## src/rtl/tt_scan_driver_if.sv

```systemverilog
// Host-side handshake for tt_scan_driver: transaction request, byte to load, status and returned byte.
interface tt_scan_driver_if;
   logic       start;
   logic [7:0] data_in;
   logic       busy;
   logic       done;
   logic [7:0] data_out;

   modport master (output start, output data_in, input busy, input done, input data_out);
   modport slave  (input start, input data_in, output busy, output done, output data_out);
endinterface

```

## src/rtl/tt_scan_driver.sv

```systemverilog
// Controller end of an 8-bit Tiny Tapeout scan-chain slot: capture, shift 8 bits, latch.
// Optional SCAN_DRIVER_AUTO_EN runs transactions back-to-back without a start request.
module tt_scan_driver #(
   parameter int CLK_DIV = 2
) (
   input  logic            clk12MHz,
   input  logic            reset,
   tt_scan_driver_if.slave host,
   input  logic            scan_data_in,
   output logic            scan_clk_out,
   output logic            scan_data_out,
   output logic            scan_select,
   output logic            scan_latch_en
);
   localparam int            CW     = (CLK_DIV > 1) ? $clog2(CLK_DIV) : 1;
   localparam logic [CW-1:0] RELOAD = CW'(CLK_DIV - 1);

   typedef enum logic [2:0] {
      IDLE   = 3'd0,
      CAP_LO = 3'd1,
      CAP_HI = 3'd2,
      SH_LO  = 3'd3,
      SH_HI  = 3'd4,
      LATCH  = 3'd5,
      DONE   = 3'd6
   } state_t;

   state_t        state_r;
   logic [CW-1:0] phase_cnt_r;
   logic [3:0]    bit_cnt_r;
   logic [7:0]    tx_r;
   logic [7:0]    rx_r;
   logic [7:0]    data_out_r;
   logic          sclk_r;
   logic          sdo_r;
   logic          sel_r;
   logic          le_r;
   logic          busy_r;
   logic          done_r;
   logic          phase_end_s;
   logic          phase_first_s;
   logic          go_s;

   assign phase_end_s   = (phase_cnt_r == {CW{1'b0}});
   assign phase_first_s = (phase_cnt_r == RELOAD);

`ifdef SCAN_DRIVER_AUTO_EN
   assign go_s = 1'b1;
`else
   assign go_s = host.start;
`endif

   // Scan sequencer; outputs are decoded from the registered state, so they trail it by one cycle.
   always_ff @(posedge clk12MHz) begin
      if (reset) begin
         state_r     <= IDLE;
         phase_cnt_r <= RELOAD;
         bit_cnt_r   <= 4'd0;
         tx_r        <= 8'h00;
         rx_r        <= 8'h00;
         data_out_r  <= 8'h00;
         sclk_r      <= 1'b0;
         sdo_r       <= 1'b0;
         sel_r       <= 1'b0;
         le_r        <= 1'b0;
         busy_r      <= 1'b0;
         done_r      <= 1'b0;
      end else begin
         sclk_r <= 1'b0;
         sdo_r  <= 1'b0;
         sel_r  <= 1'b0;
         le_r   <= 1'b0;
         done_r <= 1'b0;
`ifdef SCAN_DRIVER_AUTO_EN
         busy_r <= 1'b1;
`else
         busy_r <= (state_r != IDLE);
`endif
         case (state_r)
            CAP_LO: sel_r <= 1'b1;
            CAP_HI: begin
               sel_r  <= 1'b1;
               sclk_r <= 1'b1;
            end
            SH_LO: sdo_r <= tx_r[7];
            SH_HI: begin
               sclk_r <= 1'b1;
               sdo_r  <= sdo_r;
            end
            LATCH: le_r <= 1'b1;
            DONE: begin
               if (phase_first_s || (CLK_DIV == 1)) begin
                  done_r     <= 1'b1;
                  data_out_r <= rx_r;
               end else begin
`ifndef SCAN_DRIVER_AUTO_EN
                  done_r     <= 1'b1;
                  data_out_r <= rx_r;
`endif
               end
            end
            default: begin
            end
         endcase

         // Every timed phase starts from a fresh reload; IDLE keeps the counter primed.
         if ((state_r != IDLE) && !phase_end_s) begin
            phase_cnt_r <= phase_cnt_r - CW'(1);
         end else begin
            phase_cnt_r <= RELOAD;
         end

         case (state_r)
            IDLE: begin
               if (go_s) begin
                  tx_r      <= host.data_in;
                  bit_cnt_r <= 4'd0;
                  state_r   <= CAP_LO;
               end else begin
                  state_r   <= IDLE;
               end
            end
            CAP_LO: if (phase_end_s) state_r <= CAP_HI; else state_r <= CAP_LO;
            CAP_HI: if (phase_end_s) state_r <= SH_LO;  else state_r <= CAP_HI;
            SH_LO: begin
               if (phase_end_s) begin
                  bit_cnt_r <= bit_cnt_r + 4'd1;
                  state_r   <= SH_HI;
               end else begin
                  state_r   <= SH_LO;
               end
            end
            SH_HI: begin
               // Sample on the edge where the scan clock rises: this is the chain's pre-edge tail bit.
               if (phase_first_s) begin
                  rx_r <= {rx_r[6:0], scan_data_in};
                  tx_r <= {tx_r[6:0], 1'b0};
               end else begin
                  rx_r <= rx_r;
               end
               if (phase_end_s) begin
                  state_r <= (bit_cnt_r == 4'd8) ? LATCH : SH_LO;
               end else begin
                  state_r <= SH_HI;
               end
            end
            LATCH: if (phase_end_s) state_r <= DONE; else state_r <= LATCH;
            DONE: begin
`ifdef SCAN_DRIVER_AUTO_EN
               if (phase_end_s) begin
                  tx_r      <= host.data_in;
                  bit_cnt_r <= 4'd0;
                  state_r   <= CAP_LO;
               end else begin
                  state_r   <= DONE;
               end
`else
               state_r <= IDLE;
`endif
            end
            default: state_r <= IDLE;
         endcase
      end
   end

   assign scan_clk_out  = sclk_r;
   assign scan_data_out = sdo_r;
   assign scan_select   = sel_r;
   assign scan_latch_en = le_r;
   assign host.busy     = busy_r;
   assign host.done     = done_r;
   assign host.data_out = data_out_r;
endmodule

```

## src/flat_wrapper.sv

```systemverilog
// flat-port wrapper written by rule: the top's interface ports become plain ports
module tt_scan_driver_flat 
#(
   parameter int CLK_DIV = 2
)
  (clk12MHz, reset, scan_data_in, scan_clk_out, scan_data_out, scan_select, scan_latch_en, host_start, host_data_in, host_busy, host_done, host_data_out);
  tt_scan_driver_if host_i ();
  input  logic clk12MHz;
  input  logic reset;
  input  logic scan_data_in;
  output logic scan_clk_out;
  output logic scan_data_out;
  output logic scan_select;
  output logic scan_latch_en;
  input wire logic [$bits(host_i.start)-1:0] host_start;
  input wire logic [$bits(host_i.data_in)-1:0] host_data_in;
  output wire logic [$bits(host_i.busy)-1:0] host_busy;
  output wire logic [$bits(host_i.done)-1:0] host_done;
  output wire logic [$bits(host_i.data_out)-1:0] host_data_out;
  assign host_i.start = host_start;
  assign host_i.data_in = host_data_in;
  assign host_busy = host_i.busy;
  assign host_done = host_i.done;
  assign host_data_out = host_i.data_out;
  tt_scan_driver #(.CLK_DIV(CLK_DIV)) u_core (.clk12MHz(clk12MHz), .reset(reset), .host(host_i), .scan_data_in(scan_data_in), .scan_clk_out(scan_clk_out), .scan_data_out(scan_data_out), .scan_select(scan_select), .scan_latch_en(scan_latch_en));
endmodule
```

## config.mk

```make
export PLATFORM = sky130hd
export DESIGN_NAME = tt_scan_driver_flat
export DESIGN_NICKNAME = d
export VERILOG_FILES = /design/src/rtl/tt_scan_driver_if.sv /design/src/rtl/tt_scan_driver.sv /design/src/flat_wrapper.sv
export SDC_FILE = /design/constraint.sdc
export NUM_CORES = 1
export LEC_CHECK = 0
export ABC_AREA = 1
export CAP_MARGIN = 20
export CORE_ASPECT_RATIO = 0.6
export CORE_MARGIN = 2
export CORE_UTILIZATION = 56
export CTS_CLUSTER_SIZE = 10
export DETAILED_ROUTE_END_ITERATION = 12
export MAX_ROUTING_LAYER = met4
export PLACE_DENSITY = 0.82
export SETUP_SLACK_MARGIN = 0.05
export SYNTH_ARGS = -nofsm -noshare
export SYNTH_HDL_FRONTEND = slang
export SYNTH_SLANG_ARGS = --single-unit
```

## constraint.sdc

```tcl
create_clock -name clk12MHz -period 2.96 [get_ports clk12MHz]
set_clock_uncertainty 0.1 [all_clocks]
set_input_delay 0.592 -clock clk12MHz [delete_from_list [all_inputs] [get_ports clk12MHz]]
set_output_delay 0.592 -clock clk12MHz [all_outputs]
set_load 0.02 [all_outputs]
```

# Word level (Yosys, flattened, before mapping)
# Index checks and enable logic that the tools add are counted.
# word_totals
register_bits,38
word_cells,55
output_inout_bits,14
in_bits,12
# op_classes
n_eq_ne,10
bitwise_logic,1
muxes,19
n_addsub,2
reduce_logical,11
# op_table
cell,count
3-bit one-hot mux with 6 select lines,1
8-bit two-way mux,2
8-bit one-hot mux with 2 select lines,1
3-bit equality test (second input constant),3
3-bit two-way mux,3
4-bit two-way mux,2
4-bit one-hot mux with 2 select lines,1
3-bit by 2-bit equality test with 1-bit output (second input constant),2
1-bit two-way mux,6
3-bit AND reduction,2
2-bit OR reduction,3
4-bit by 1-bit adder with 4-bit output (second input constant),1
4-bit equality test (second input constant),1
2-bit two-way mux,2
2-bit inequality test (second input constant),2
2-bit nonzero test,2
3-bit by 1-bit equality test with 1-bit output (second input constant),1
3-bit zero test,1
3-bit nonzero test,1
2-bit by 1-bit inequality test with 1-bit output (second input constant),1
1-bit one-hot mux with 2 select lines,1
2-bit AND reduction,1
1-bit logical AND,1
1-bit inverter,1
1-bit subtractor (second input constant),1

# Depth between registers and ports, before layout
# Gate-level depths: netlist of run 1.
# logic_depth
depth_word,4
mapped_depth,8
depth_no_buf,7

# Worst setup path before layout of run 1
# No wires, ideal clock.
# synth_path
path_kind,input to register
from,in host_start
to,reg u_core.bit_cnt_r[0]
setup_ns,0.116
arrival_ns,1.087
required_time_ns,2.744
n_path_buf,1
setup_slack_ns,1.657
path_stages,4
path_cell_list,nand3_1 > buf_2 > a21oi_1 > nor2_1
# synth_via
elab_chain_len,2
# synth_lines
element,line_no,text
start: declaration,flat_wrapper.sv:15,input wire logic [$bits(host_i.start)-1:0] host_start;
2-bit inequality test (no line),n/a,
3-bit AND reduction (no line),n/a,
end signal: assignment,tt_scan_driver.sv:127,bit_cnt_r <= bit_cnt_r + 4'd1;
end: declaration,tt_scan_driver.sv:30,logic [3:0] bit_cnt_r;
# Every way passes these cells.
# A chain may end at the register's enable or synchronous reset.

# Final worst setup path of run 1
# layout_path
from,reg u_core.state_r[1]
to,reg u_core.tx_r[3]
# layout_via
elab_chain_len,3
elab_cells_between_ends,7
classes_between,eq/ne (3); mux (1); reduce/logical (3)
# layout_lines
element,line_no,text
start: declaration,tt_scan_driver.sv:28,state_t state_r;
start signal: assignment,tt_scan_driver.sv:142,state_r <= (bit_cnt_r == 4'd8) ? LATCH : SH_LO;
3-bit equality test or 3-bit zero test (tied branches),tt_scan_driver.sv:113,case (state_r)
"2-bit by 1-bit inequality test with 1-bit output (no line), or another cell as far along",n/a,
3-bit AND reduction (no line),n/a,
end signal: assignment,tt_scan_driver.sv:116,tx_r <= host.data_in;
end signal: assignment,tt_scan_driver.sv:137,"tx_r <= {tx_r[6:0], 1'b0};"
end: declaration,tt_scan_driver.sv:31,logic [7:0] tx_r;
# Parallel ways exist; a longest one is shown, timed or not.

==> impl_metrics.toml, run 1 <==
[worst_setup_path]
reg2reg_depth = 5
slowest_stage = "nand3_1"
reg2reg_slack_ps = 910
r2r-start = "u_core.state_r[1]"
required_ps = 3090
crit_fanout = 22
crit_arrival_ps = 2180
cpLargestDelayFamily = "simple AND/OR/NAND/NOR gates"
cp_num_buf_inv = 0
crit_type = "reg -> reg"
end_kind = "flop"
r2r_end = "u_core.tx_r[3]"
slowest_delay_ps = 660
crit_path_start_kind = "flop"
crit_path_cell_trace = "nor2_4 -> nand3_1 -> nand3b_1 -> nand2_1 -> nor2_1"

[pwr]
total_power_uw = 995.2
vdd_drop_max_v = 0.0003475
powerDensity_mw_per_mm2 = 519.9
leakage_nw = 0.7815

[sta]
report.final.slew_viol_count = 0
tightestPinTransition_ps = 826.6
fin_setup_tns_ps = 0
fmax_mhz = 489.0
relSlewSlack_pct = 44.74
finalHoldViolations = 0
period_share_pct = 69.09
setup_viol = 0
post-route-min-period_ps = 2045
rsz0062_at_grt = "no"

[logic_synthesis]
ys_seq_area_share_pct = 47.50
syn-num-nets = 231
syn_area_per_cell_um2 = 7.380
netlist-cell-type-count = 19
yosysTopAreaCellShare_pct = 47.50
synth_top_area_cell = "dfxtp_1"
yosysWarningCount = 0
syn_area_mm2 = 0.001602
synth_seq_cells = 38
yosys-top-cells-area = "dfxtp_1 48%, nand2_1 9.1%, a21oi_1 7.8%"
synthCells = 217

[placed_design]
place_congestion = 0.9330
portBuffers = 25
hpwl_mm = 2.431

[global_routing]
grt_max_degree = 24
antenna_found_initial = 0
grt_pass1_wl_mm = 5.975
gr-total-overflow = 0
grt_pass1_vias = 1310
grtUsageTotal_pct = 24.75

[route]
routed_wl_mm = 3.577
drc_errors = 0
ant_nets = 0
route.vias.total = 1499
wire_per_inst_um = 13.25
drtPass1Iterations = 5
detail_route.iter0.violations = 218
avgViaCountPerCell = 5.552

[floorplanning]
fp-row-count = 14
die_area_mm2 = 0.003318
initial_core_util_pct = 61.36
die_w_um = 73.04
die_h_um = 45.43
core_mm2 = 0.002610
ios = 26

[finish]
area_growth_pct = 19.53
fin_nets = 252
final_util_pct = 73.35
final_layout_size_suffix_gt1_share_pct = 6.303
diodes = 0

[cts]
cts_inserted_buffers = 5
hold_buffers = 0
path_clk_slew_ps = 70
cts_sinks = 38
cts_resized = 0
cts_setup_buffers = 0
cts_tree = "done"
h-tree-depth = 2
clock_path_buffers = 2
root_buffer = "clkbuf_8"
clock_latency_ps = 290

[job]
maxCapViolCount = 0

[outcome]
status = "finished, final reports clean"

[hold_path]
whs_endpoint = "u_core.host.data_out[5]"
hold_depth = 2
hold_class = "reg -> reg"
hold_path_startpoint = "u_core.rx_r[5]"
[placed cells by master (no fill, tap or decap)]
| master | synthesis | final |
|---|---|---|
| a21oi_1 | 25 | 25 |
| buf_4 | 3 | 1 |
| clkbuf_8 | 0 | 5 |
| clkdlybuf4s50_1 | 0 | 25 |
| clkinv_2 | 0 | 2 |
| dfxtp_1 | 38 | 38 |
| ha_1 | 2 | 2 |
| inv_1 | 13 | 13 |
| inv_2 | 5 | 5 |
| nand2_1 | 39 | 39 |
| nand2_2 | 1 | 1 |
| nand3_1 | 23 | 23 |
| nand3b_1 | 8 | 8 |
| nand4_1 | 3 | 3 |
| nor2_1 | 28 | 28 |
| nor2_4 | 1 | 1 |
| nor3_1 | 2 | 2 |
| nor4_1 | 1 | 1 |
| o21ai_0 | 9 | 9 |
| o21ai_1 | 7 | 7 |
[cell usage after synthesis]
library cell  number
buf_4              3
nand3b_1           8
dfxtp_1           38
nand4_1            3
a21oi_1           25
nand2_2            1
nor3_1             2
nor4_1             1
nor2_4             1
nand3_1           23
ha_1               2
clkbuf_1           3
inv_1             13
nor2_1            28
o21ai_0            9
o21ai_1            7
buf_2              6
nand2_1           39
inv_2              5
[worst reg2reg max path, delay by kind of cell, from the launching register on]
kind / cells / cell delay (ps)
AND/OR/NAND/NOR: 5 / 1480
flip-flops: 1 / 400
[layout make-up]
cell class | instances | area [um2]
flip-flops and latches | 38 | 760.7
inverters | 18 | 67.56
clock inverters | 2 | 10.01
repair buffers | 26 | 257.7
multi-input cells | 149 | 709.4
well taps | 32 | 40.04
clock buffers | 5 | 68.82
fillers | 196 | 695.7
[registers in the layout, indices dropped and copies added (netlist names)]
register              flops
u_core.rx_r               8
u_core.phase_cnt_r        1
u_core.bit_cnt_r          4
u_core.scan_latch_en      1
u_core.host.done          1
u_core.state_r            3
u_core.scan_data_out      1
u_core.scan_clk_out       1
u_core.tx_r               8
u_core.host.data_out      8
u_core.scan_select        1
u_core.host.busy          1
[power by group]
group	total, mW	internal [mW]	switching [mW]
registers	0.545	0.530	0.0146
clock network	0.335	0.158	0.177
logic	0.116	0.0482	0.0675
[cells by family after synthesis]
| group | share of synthesized area [%] |
|---|---|
| AOI/OAI and AO/OA | 12.81 |
| adders and majority gates | 1.562 |
| buffers and inverters | 8.203 |
| DFF | 47.50 |
| and+or+nand+nor | 29.92 |
[routing by layer]
metal / vias to the layer above / GRT usage [%] / wire, um / share of wire (%)
li1: 756 / - / - / -
met1: 663 / 31.99 / 1700 / 48
met2: 71 / 35.86 / 1519 / 42
met3: 9 / 7.301 / 273 / 7.6
met4: 0 / 11.85 / 84 / 2.3
met5: - / - / 0 / 0
[metrics by stage]
| step | cells | cell area [um2] | setup WS [ps] | hold WS, ps |
|---|---|---|---|---|
| 2_1_floorplan | 217 | 1602 | 1657 | 338.3 |
| 5_1_grt | 270 | 1914 | 770.1 | 403.9 |
| 3_3_place_gp | 263 | 1836 | 930.7 | 356.5 |
| 3_5_place_dp | 263 | 1836 | 846.9 | 361.8 |
| 6_report | 270 | 1914 | 915.0 | 377.4 |
| 4_1_cts | 270 | 1914 | 955.5 | 375.1 |
[worst max path at each step]
stage                      start                   to  cells after the start
5_1_grt        u_core.state_r[1]       u_core.tx_r[1]                      5
6_report       u_core.state_r[1]       u_core.tx_r[3]                      5
3_5_place_dp          host_start       u_core.tx_r[3]                      5
4_1_cts        u_core.state_r[1]       u_core.rx_r[3]                      4
3_3_place_gp          host_start  u_core.bit_cnt_r[3]                      4
2_1_floorplan         host_start  u_core.bit_cnt_r[0]                      4
No activity file was read; power rests on OpenSTA's default activity.
==> run 2, diff against run 1 <==
--- a/config.mk
+++ b/config.mk
@@ -9,11 +9,11 @@
 export CAP_MARGIN = 20
 export CORE_ASPECT_RATIO = 0.6
 export CORE_MARGIN = 2
-export CORE_UTILIZATION = 56
+export CORE_UTILIZATION = 52
 export CTS_CLUSTER_SIZE = 10
 export DETAILED_ROUTE_END_ITERATION = 12
 export MAX_ROUTING_LAYER = met4
-export PLACE_DENSITY = 0.82
+export PLACE_DENSITY = 0.77
 export SETUP_SLACK_MARGIN = 0.05
 export SYNTH_ARGS = -nofsm -noshare
 export SYNTH_HDL_FRONTEND = slang
==> constraint.sdc (replaced) <==
create_clock -name clk12MHz -period 1.9 [get_ports clk12MHz]
set_clock_uncertainty 0.1 [all_clocks]
set_input_delay 0.38 -clock clk12MHz [delete_from_list [all_inputs] [get_ports clk12MHz]]
set_output_delay 0.38 -clock clk12MHz [all_outputs]
set_load 0.02 [all_outputs]
==> run 2 against run 1 <==
Clock power grew 71%. Combinational power grew 57%. Sequential power grew 56%. Via count shrank 3.3%. Setup slack lost 750 ps. Critical path depth shrank 4. Critical endpoint is now host_data_out[1]. Largest cell class unchanged. Largest power group unchanged. Highest routed layer unchanged.
==> impl_metrics.toml, run 2 (synthesized netlist as in run 1, its figures left out) <==
[global_routing]
grt_pass1_vias = 1281
grtUsageTotal_pct = 22.83
grt_pass1_wl_mm = 5.692
grt_max_degree = 24
antenna_found_initial = 0
gr-total-overflow = 0

[finish]
final_layout_size_suffix_gt1_share_pct = 7.438
fin_nets = 255
nFillCells = 263
layout_commonest_cell = "nand2_1"
regArea_um2 = 760.7
area_growth_pct = 22.50
multi_input_area_um2 = 709.4
stdcell_count = 284
diodes = 0
layout_common_cells = "39 x nand2_1, 38 x dfxtp_1, 28 x nor2_1"

[floorplanning]
die_h_um = 46.99
core_mm2 = 0.002909
initial_core_util_pct = 55.05
die_area_mm2 = 0.003554
fp-row-count = 15
die_w_um = 75.65
ios = 26

[cts]
root_buffer = "clkbuf_8"
clock_path_buffers = 2
cts_sinks = 38
cts_setup_buffers = 0
cts_tree = "done"
clock_latency_ps = 290
cts_inserted_buffers = 5
cts_resized = 0
path_clk_slew_ps = 70
h-tree-depth = 2
hold_buffers = 0

[sta]
setup_viol = 0
tightestPinTransition_ps = 645.1
fmax_mhz = 577.3
report.final.slew_viol_count = 0
relSlewSlack_pct = 56.95
hold_ws_ps = 372.3
finalHoldViolations = 0
fin_setup_tns_ps = 0
period_share_pct = 91.17
layout_setup_ws_ps = 167.7
rsz0062_at_grt = "no"
post-route-min-period_ps = 1732

[hold_path]
hold_path_startpoint = "u_core.tx_r[7]"
whs_endpoint = "u_core.scan_data_out"
hold_class = "reg -> reg"
hold_depth = 2

[placed_design]
hpwl_mm = 2.220
dp_cells = 276
portBuffers = 25
dp_slack_ps = 70.93
place_congestion = 0.8152

[worst_setup_path]
crit_type = "reg -> out"
cp_num_buf_inv = 1
slowest_delay_ps = 610
crit_arrival_ps = 1250
cpLargestDelayFamily = "buffers and inverters"
r2r_end = "u_core.tx_r[4]"
reg2reg_depth = 6
end_kind = "primary output"
reg2reg_slack_ps = 290
crit_fanout = 2
required_ps = 1420
r2r-start = "u_core.state_r[1]"
crit_path_start_kind = "flop"
crit_path_cell_trace = "clkdlybuf4s50_1"
slowest_stage = "clkdlybuf4s50_1"

[outcome]
status = "finished, final reports clean"

[route]
ant_nets = 0
drc_errors = 0
route.vias.total = 1449
wl_met1_mm = 1.699
highest_layer = "met4"
routed-wl-met2_mm = 1.317
wire_per_inst_um = 11.71
wl_met3_um = 238
drtPass1Iterations = 4
avgViaCountPerCell = 5.102
detail_route.iter0.violations = 146
routed_wl_mm = 3.326

[pwr]
leakage_nw = 0.8002
vdd_drop_max_v = 0.0004827
powerDensity_mw_per_mm2 = 817.5

[job]
maxCapViolCount = 0
==> run 2: changes by cell type in the layout (fill, tap and decap cells not counted) <==
cell	delta
clkbuf_1	+1
clkinv_2	-1
clkbuf_8	+1
buf_4	+3
==> run 2: layer usage <==
layer / global-route usage [%] / vias up
met5: - / -
met4: 11.93 / 0
met3: 5.794 / 9
met2: 30.43 / 54
met1: 31.59 / 628
li1: - / 758
==> run 2: area by class of cell <==
| cell class | count | share of cell area (%) |
|---|---|---|
| Clock buffer | 7 | 4.401 |
| Timing Repair Buffer | 29 | 14.29 |
| Inverter | 18 | 3.444 |
| Clock inverter | 1 | 0.2551 |
| Tap cell | 42 | 2.679 |
| Sequential cell | 38 | 38.78 |
| Multi-Input combinational cell | 149 | 36.16 |
==> run 2: worst max path at each step <==
stage / from / to / slack [ps] / cells after the start
after detailed placement: reset / u_core.host.data_out[3] / 70 / 4
after global placement: reset / u_core.host.data_out[1] / 130 / 4
after CTS: u_core.host.data_out[3] / host_data_out[3] / 160 / 1
after global routing: u_core.host.data_out[1] / host_data_out[1] / 140 / 1
after floorplan: u_core.state_r[1] / u_core.bit_cnt_r[0] / 640 / 6
final: u_core.host.data_out[1] / host_data_out[1] / 170 / 1
==> run 2: power by group <==
part           switching (mW)  internal (mW)  total (mW)
Sequential             0.0222          0.826       0.848
Clock                   0.281          0.293       0.573
Combinational           0.104         0.0783       0.182
==> run 2: stage by stage <==
| step | cell area, um2 | utilization [%] | power, mW |
|---|---|---|---|
| floorplan | 1602 | - | 0.9880 |
| global placement | 1871 | 64.30 | 1.042 |
| detailed placement | 1871 | 64.30 | 1.045 |
| CTS | 1962 | 67.44 | 1.615 |
| global route | 1962 | 67.44 | 1.667 |
| finish | 1962 | 67.44 | 1.604 |
